File: src/rtl/fetch_queue_pkg.sv
// Shared types for the fetch queue: the fetched {pc, raw} pair and pc arithmetic.
package fetch_queue_pkg;

    localparam int XLEN = 32;

    typedef logic [XLEN-1:0] gpreg;

    localparam gpreg INSTR_BYTES = gpreg'(4);

    typedef struct packed {
        gpreg        pc;
        logic [31:0] raw;
    } fetched_t;

    // Sequential successor; wraps naturally mod 2^32.
    function automatic gpreg next_pc(input gpreg pc);
        return pc + INSTR_BYTES;
    endfunction

endpackage

File: src/rtl/fetch_queue_fifo_ram.sv
// Storage array for fetch_queue: one synchronous write port, one combinational read port.
module fifo_ram #(
    parameter int WIDTH = 64,
    parameter int DEPTH = 4
) (
    input  logic                     clk,
    input  logic                     wr_en,
    input  logic [$clog2(DEPTH)-1:0] wr_addr,
    input  logic [WIDTH-1:0]         wr_data,
    input  logic [$clog2(DEPTH)-1:0] rd_addr,
    output logic [WIDTH-1:0]         rd_data
);

    logic [WIDTH-1:0] mem [DEPTH];

    always_ff @(posedge clk) begin
        if (wr_en) begin
            mem[wr_addr] <= wr_data;
        end
    end

    assign rd_data = mem[rd_addr];

endmodule

File: src/rtl/fetch_queue.sv
// Fetch-to-decode decoupling FIFO that drops wrong-path responses by pc check.
// Optional FETCH_QUEUE_BYPASS_EN: empty-queue enqueues appear on decoded in the same cycle.
module fetch_queue
    import fetch_queue_pkg::*;
#(
    parameter int   DEPTH    = 4,
    parameter gpreg RESET_PC = 32'h8000_0000
) (
    input  logic                       clk,
    input  logic                       rst,
    input  logic                       fetched_valid,
    output logic                       fetched_ready,
    input  fetched_t                   fetched_data,
    output logic                       decoded_valid,
    input  logic                       decoded_ready,
    output fetched_t                   decoded_data,
    input  logic                       flush,
    input  gpreg                       flush_pc,
    output logic [$clog2(DEPTH+1)-1:0] occupancy
);

    localparam int PW = $clog2(DEPTH);
    localparam int CW = $clog2(DEPTH + 1);

    logic [PW-1:0] rd_ptr_q, rd_ptr_d;
    logic [PW-1:0] wr_ptr_q, wr_ptr_d;
    logic [CW-1:0] count_q, count_d;
    gpreg          exp_pc_q, exp_pc_d;

    logic     stale;
    logic     full;
    logic     empty;
    logic     enq;
    logic     deq;
    logic     pop;
    logic     wr_en;
    fetched_t ram_rd_data;
`ifdef FETCH_QUEUE_BYPASS_EN
    logic     bypass;
`endif

    fifo_ram #(
        .WIDTH ($bits(fetched_t)),
        .DEPTH (DEPTH)
    ) u_ram (
        .clk     (clk),
        .wr_en   (wr_en),
        .wr_addr (wr_ptr_q),
        .wr_data (fetched_data),
        .rd_addr (rd_ptr_q),
        .rd_data (ram_rd_data)
    );

    always_comb begin
        stale         = fetched_valid && (fetched_data.pc != exp_pc_q);
        full          = (count_q == CW'(DEPTH));
        empty         = (count_q == '0);
        // Deliberately independent of decoded_ready: a full queue stalls even if decode pops.
        fetched_ready = flush || stale || !full;
        enq           = fetched_valid && fetched_ready && !flush && !stale;
`ifdef FETCH_QUEUE_BYPASS_EN
        bypass        = empty && enq;
        decoded_valid = (!empty && !flush) || bypass;
        decoded_data  = empty ? fetched_data : ram_rd_data;
        deq           = decoded_valid && decoded_ready;
        wr_en         = enq && !(bypass && decoded_ready);
`else
        decoded_valid = !empty && !flush;
        decoded_data  = ram_rd_data;
        deq           = decoded_valid && decoded_ready;
        wr_en         = enq;
`endif
        pop = deq && !empty;

        rd_ptr_d = rd_ptr_q;
        wr_ptr_d = wr_ptr_q;
        count_d  = count_q;
        exp_pc_d = exp_pc_q;

        if (flush) begin
            rd_ptr_d = '0;
            wr_ptr_d = '0;
            count_d  = '0;
            exp_pc_d = flush_pc;
        end else begin
            if (wr_en) begin
                wr_ptr_d = wr_ptr_q + PW'(1);
            end
            if (pop) begin
                rd_ptr_d = rd_ptr_q + PW'(1);
            end
            case ({wr_en, pop})
                2'b10:   count_d = count_q + CW'(1);
                2'b01:   count_d = count_q - CW'(1);
                default: count_d = count_q;
            endcase
            if (enq) begin
                exp_pc_d = next_pc(exp_pc_q);
            end
        end
    end

    always_ff @(posedge clk) begin
        if (rst) begin
            rd_ptr_q <= '0;
            wr_ptr_q <= '0;
            count_q  <= '0;
            exp_pc_q <= RESET_PC;
        end else begin
            rd_ptr_q <= rd_ptr_d;
            wr_ptr_q <= wr_ptr_d;
            count_q  <= count_d;
            exp_pc_q <= exp_pc_d;
        end
    end

    assign occupancy = count_q;

endmodule
File: config.mk
export PLATFORM = sky130hd
export DESIGN_NAME = fetch_queue
export DESIGN_NICKNAME = d
export VERILOG_FILES = /design/src/rtl/fetch_queue_pkg.sv /design/src/rtl/fetch_queue_fifo_ram.sv /design/src/rtl/fetch_queue.sv
export SDC_FILE = /design/constraint.sdc
export NUM_CORES = 1
export LEC_CHECK = 0
export CORE_MARGIN = 2
export CORE_UTILIZATION = 45
export DETAILED_ROUTE_END_ITERATION = 6
export PLACE_DENSITY = 0.68
export SLEW_MARGIN = 40
export SYNTH_ARGS = -nofsm -noshare
export SYNTH_HDL_FRONTEND = slang
export SYNTH_SLANG_ARGS = --single-unit
File: constraint.sdc
create_clock -name clk -period 9.1 [get_ports clk]
set_clock_uncertainty 0.15 [all_clocks]
set_input_delay 0.91 -clock clk [delete_from_list [all_inputs] [get_ports clk]]
set_output_delay 0.91 -clock clk [all_outputs]
set_load 0.005 [all_outputs]
==> impl_metrics.yaml <==
outcome:
  run_status: "finished clean"
clock_tree:
  path_clk_slew_ns: 0.06
  clock_latency_ns: 0.55
  cts_inserted_buffers: 31
  cts_root_buffer: "sky130_fd_sc_hd__clkbuf_16"
  cts_repair_resize_count: 0
  cts_tree: "yes"
  cts-hold-fix-buffers: 0
  cts_setup_buffers: 0
  cts-root-to-sink-buffers: 3
  clock_sinks: 297
  cts_htree_levels: 1
floorplanning:
  rows: 59
  chipHeight_um: 167
  top_level_ports: 170
  dieWidth_um: 167
  start_util_pct: 45.8
  design.die.area_um2: 27800
  core_area_um2: 26100
global_routing:
  grt_usage_pct: 19.2
  grt_pass1_vias: 7154
  first_pass_grt_wire_length_um: 41400
  grt_antenna_before_repair: 1
  largest_net_degree_at_the_start_of_global_routing: 36
  grt_overflow: 0
synthesis:
  yosys-top-cells-count: "sky130_fd_sc_hd__edfxtp_1 (256), sky130_fd_sc_hd__mux4_2 (64), sky130_fd_sc_hd__dfxtp_1 (41)"
  synth_largest_area_cell: "sky130_fd_sc_hd__edfxtp_1"
  yosys_warnings: 0
  yosys_register_bits: 297
  synthesis.nets: 778
  ys_dominant_reg_cell: "sky130_fd_sc_hd__edfxtp_1"
  synth-edff-count: 256
  seq_area_frac_synth_pct: 71.3
  post_synth_num_cell_types: 55
  synthesis.area_um2: 11900
  yosys-top-cells-area: "sky130_fd_sc_hd__edfxtp_1 (64%), sky130_fd_sc_hd__mux4_2 (12%), sky130_fd_sc_hd__dfxtp_1 (6.9%)"
  yosysMostFrequentCell: "sky130_fd_sc_hd__edfxtp_1"
  async_flop_share_pct: 0
  synthCells: 670
  yosysTopAreaCellShare_pct: 64.4
  syn-mean-instance-area_um2: 17.8
hold_path:
  hold_path_startpoint: "wr_ptr_q[1]"
  worst_hold_path.endpoint: "wr_ptr_q[1]"
  holdCritPathClass: "flop to flop"
  whs_path_depth: 2
timing:
  setup_viol: 0
  post-route-worst-setup-slack_ns: 4.53
  fmax_mhz: 219
  rsz_0062_raised_after_global_routing: "no"
  setup_total_negative_slack_ns: 0
  finalCritPeriodShare_pct: 50.3
  worst_pin_slew_ns: 0.740
  final.min_clock_period_ns: 4.57
  slew_headroom_pct: 50.7
  maxSlewViolCount: 0
  finalHoldViolCount: 0
worst_setup_path:
  arrival_ns: 3.51
  critical_path_depth: 7
  series_of_cell_instances_along_the_critical_path: "clkdlybuf4s50_1 > xor2_1 > nor4_2 > and4_2 > nand3_1 > a211o_1 > clkdlybuf4s50_1"
  largest_delay_share_family_worst_path: "simple AND/OR/NAND/NOR gates"
  worst_setup_path_start_kind: "primary input"
  crit_type: "primary input to output pin"
  crit_top_cell: "sky130_fd_sc_hd__clkdlybuf4s50_1"
  critPathRequiredTime_ns: 8.04
  crit_path_max_fanout: 6
  crit_slowest_cell: "sky130_fd_sc_hd__nor4_2"
  cp_num_buf_inv: 2
  critical_path.reg2reg.endpoint: "occupancy[2]"
  r2r_start: "exp_pc_q[9]"
  cp_slowest_stage_delay_ns: 0.57
  ff2ff_setup_slack_ns: 5.60
  timing.critical_path.to_type: "output pin"
  reg2regPathDepth: 12
route:
  drt_pre_antenna_iters: 6
  drt-initial-drc-count: 724
  totalWireLength_um: 26900
  vias_per_cell: 5.67
  post-route-drc-count: 0
  drtAntennaViolNets: 0
  route.vias.total: 6850
  wl_per_cell_um: 22.3
placed_design:
  gp_congestion: 0.942
  dp.final_hpwl_um: 17900
  portBuffers: 169
  detailedPlace.worstSlack_ns: 4.57
layout:
  layout-area-overhead-vs-synth_pct: 25.7
  layout.nets: 955
  drive_gt1_share_pct: 16.6
job:
  cap_viol_max_count: 0
pwr:
  ir_worst_vdd_v: 0.000116
  static-leakage-power_nw: 4.73
  power_density_nw_per_um2: 184
-- state kept, by name, indices dropped and copies added, names as in the netlist, named ones only --
signal	flops
rd_ptr_q	2
wr_ptr_q	2
exp_pc_q	32
u_ram.mem	256
occupancy	3
-- layout by cell type, fill, tap and decap left out, types with 4 or more instances in the layout --
cell,netlist,final
sky130_fd_sc_hd__a211oi_1,6,6
sky130_fd_sc_hd__a21oi_1,10,10
sky130_fd_sc_hd__a311oi_1,10,10
sky130_fd_sc_hd__and2_1,4,4
sky130_fd_sc_hd__and3_1,11,7
sky130_fd_sc_hd__and3_4,0,4
sky130_fd_sc_hd__buf_12,0,5
sky130_fd_sc_hd__buf_4,0,5
sky130_fd_sc_hd__clkbuf_1,22,6
sky130_fd_sc_hd__clkbuf_16,0,31
sky130_fd_sc_hd__clkdlybuf4s50_1,0,168
sky130_fd_sc_hd__clkinv_1,0,6
sky130_fd_sc_hd__clkinv_2,0,11
sky130_fd_sc_hd__dfxtp_1,41,39
sky130_fd_sc_hd__edfxtp_1,256,256
sky130_fd_sc_hd__ha_1,6,6
sky130_fd_sc_hd__inv_1,19,19
sky130_fd_sc_hd__mux4_2,64,64
sky130_fd_sc_hd__nand2_1,16,16
sky130_fd_sc_hd__nand3_1,10,10
sky130_fd_sc_hd__nand4_1,16,16
sky130_fd_sc_hd__nor2_1,34,34
sky130_fd_sc_hd__nor3_1,10,10
sky130_fd_sc_hd__nor4_1,7,7
sky130_fd_sc_hd__nor4_2,5,5
sky130_fd_sc_hd__o21ai_0,8,8
sky130_fd_sc_hd__o21bai_1,4,4
sky130_fd_sc_hd__or3_1,5,5
sky130_fd_sc_hd__xnor2_1,14,14
sky130_fd_sc_hd__xor2_1,30,30
-- power breakdown --
group          switching (W)  internal (W)  total, W  leakage [nW]
sequential         0.0000161       0.00149   0.00150          2.64
combinational      0.0000556     0.0000593  0.000115          1.62
clock               0.000497      0.000653   0.00115         0.466
total               0.000569       0.00220   0.00277          4.73
-- layer usage --
layer	vias up	track usage, %	routed length (um)
li1	3050	-	-
met1	3478	27.1	11400
met2	289	31.5	13200
met3	33	4.16	2000
met4	0	3.41	423
met5	-	0	0
-- final cells by class --
| type | count | area [um2] |
|---|---|---|
| multi-input combinational | 318 | 3210 |
| sequential | 297 | 8520 |
| inverter | 19 | 71.3 |
| clock inverter | 21 | 135 |
| clock buffer | 37 | 798 |
| timing repair buffer | 180 | 1850 |
| antenna | 1 | 2.50 |
| tap | 335 | 419 |
| fill | 2002 | 11100 |
-- worst register-to-register path, stage by stage, from the launching register on --
cell	delay, ns
sky130_fd_sc_hd__dfxtp_1	0.51
sky130_fd_sc_hd__xor2_1	0.13
sky130_fd_sc_hd__nor4_2	0.52
sky130_fd_sc_hd__nand4_1	0.38
sky130_fd_sc_hd__nor3_1	0.27
sky130_fd_sc_hd__buf_4	0.27
sky130_fd_sc_hd__nand2_1	0.14
sky130_fd_sc_hd__ha_1	0.28
sky130_fd_sc_hd__inv_1	0.08
sky130_fd_sc_hd__fa_1	0.18
sky130_fd_sc_hd__xor2_1	0.07
sky130_fd_sc_hd__or3_1	0.30
sky130_fd_sc_hd__a21oi_1	0.15
-- worst max path at each step --
stage | from | to
after floorplan | fetched_data[59] | u_ram.mem[0][0]
after global placement | fetched_data[57] | u_ram.mem[1][58]
after detailed placement | fetched_data[57] | fetched_ready
after CTS | fetched_data[57] | fetched_ready
after global routing | fetched_data[57] | fetched_ready
final | fetched_data[57] | fetched_ready
-- cells by family (layout without fill, tap and decap cells) --
logic type | Yosys count | count (layout) | synth area share [%]
other | 0 | 1 | 0
flip-flops | 297 | 297 | 71.3
buffers and inverters | 55 | 257 | 1.96
multiplexers | 67 | 67 | 12.3
AND/OR/NAND/NOR | 138 | 138 | 6.50
adder cells (fa/ha/maj) | 7 | 7 | 0.797
XOR/XNOR | 44 | 44 | 3.23
AO/OA/AOI/OAI | 62 | 62 | 3.85
-- through the flow --
step	area, um2	utilization, %	std cells	hold WS (ns)	power, W
after global placement	13900	53.5	1143	0.328	0.00164
after floorplan	11900	-	670	0.319	0.00157
after CTS	15000	57.6	1207	0.371	0.00279
after global routing	15000	57.6	1207	0.400	0.00286
final	15000	57.6	1208	0.370	0.00277
after detailed placement	14100	54.0	1149	0.360	0.00164
(Power assumes the default switching activity.)
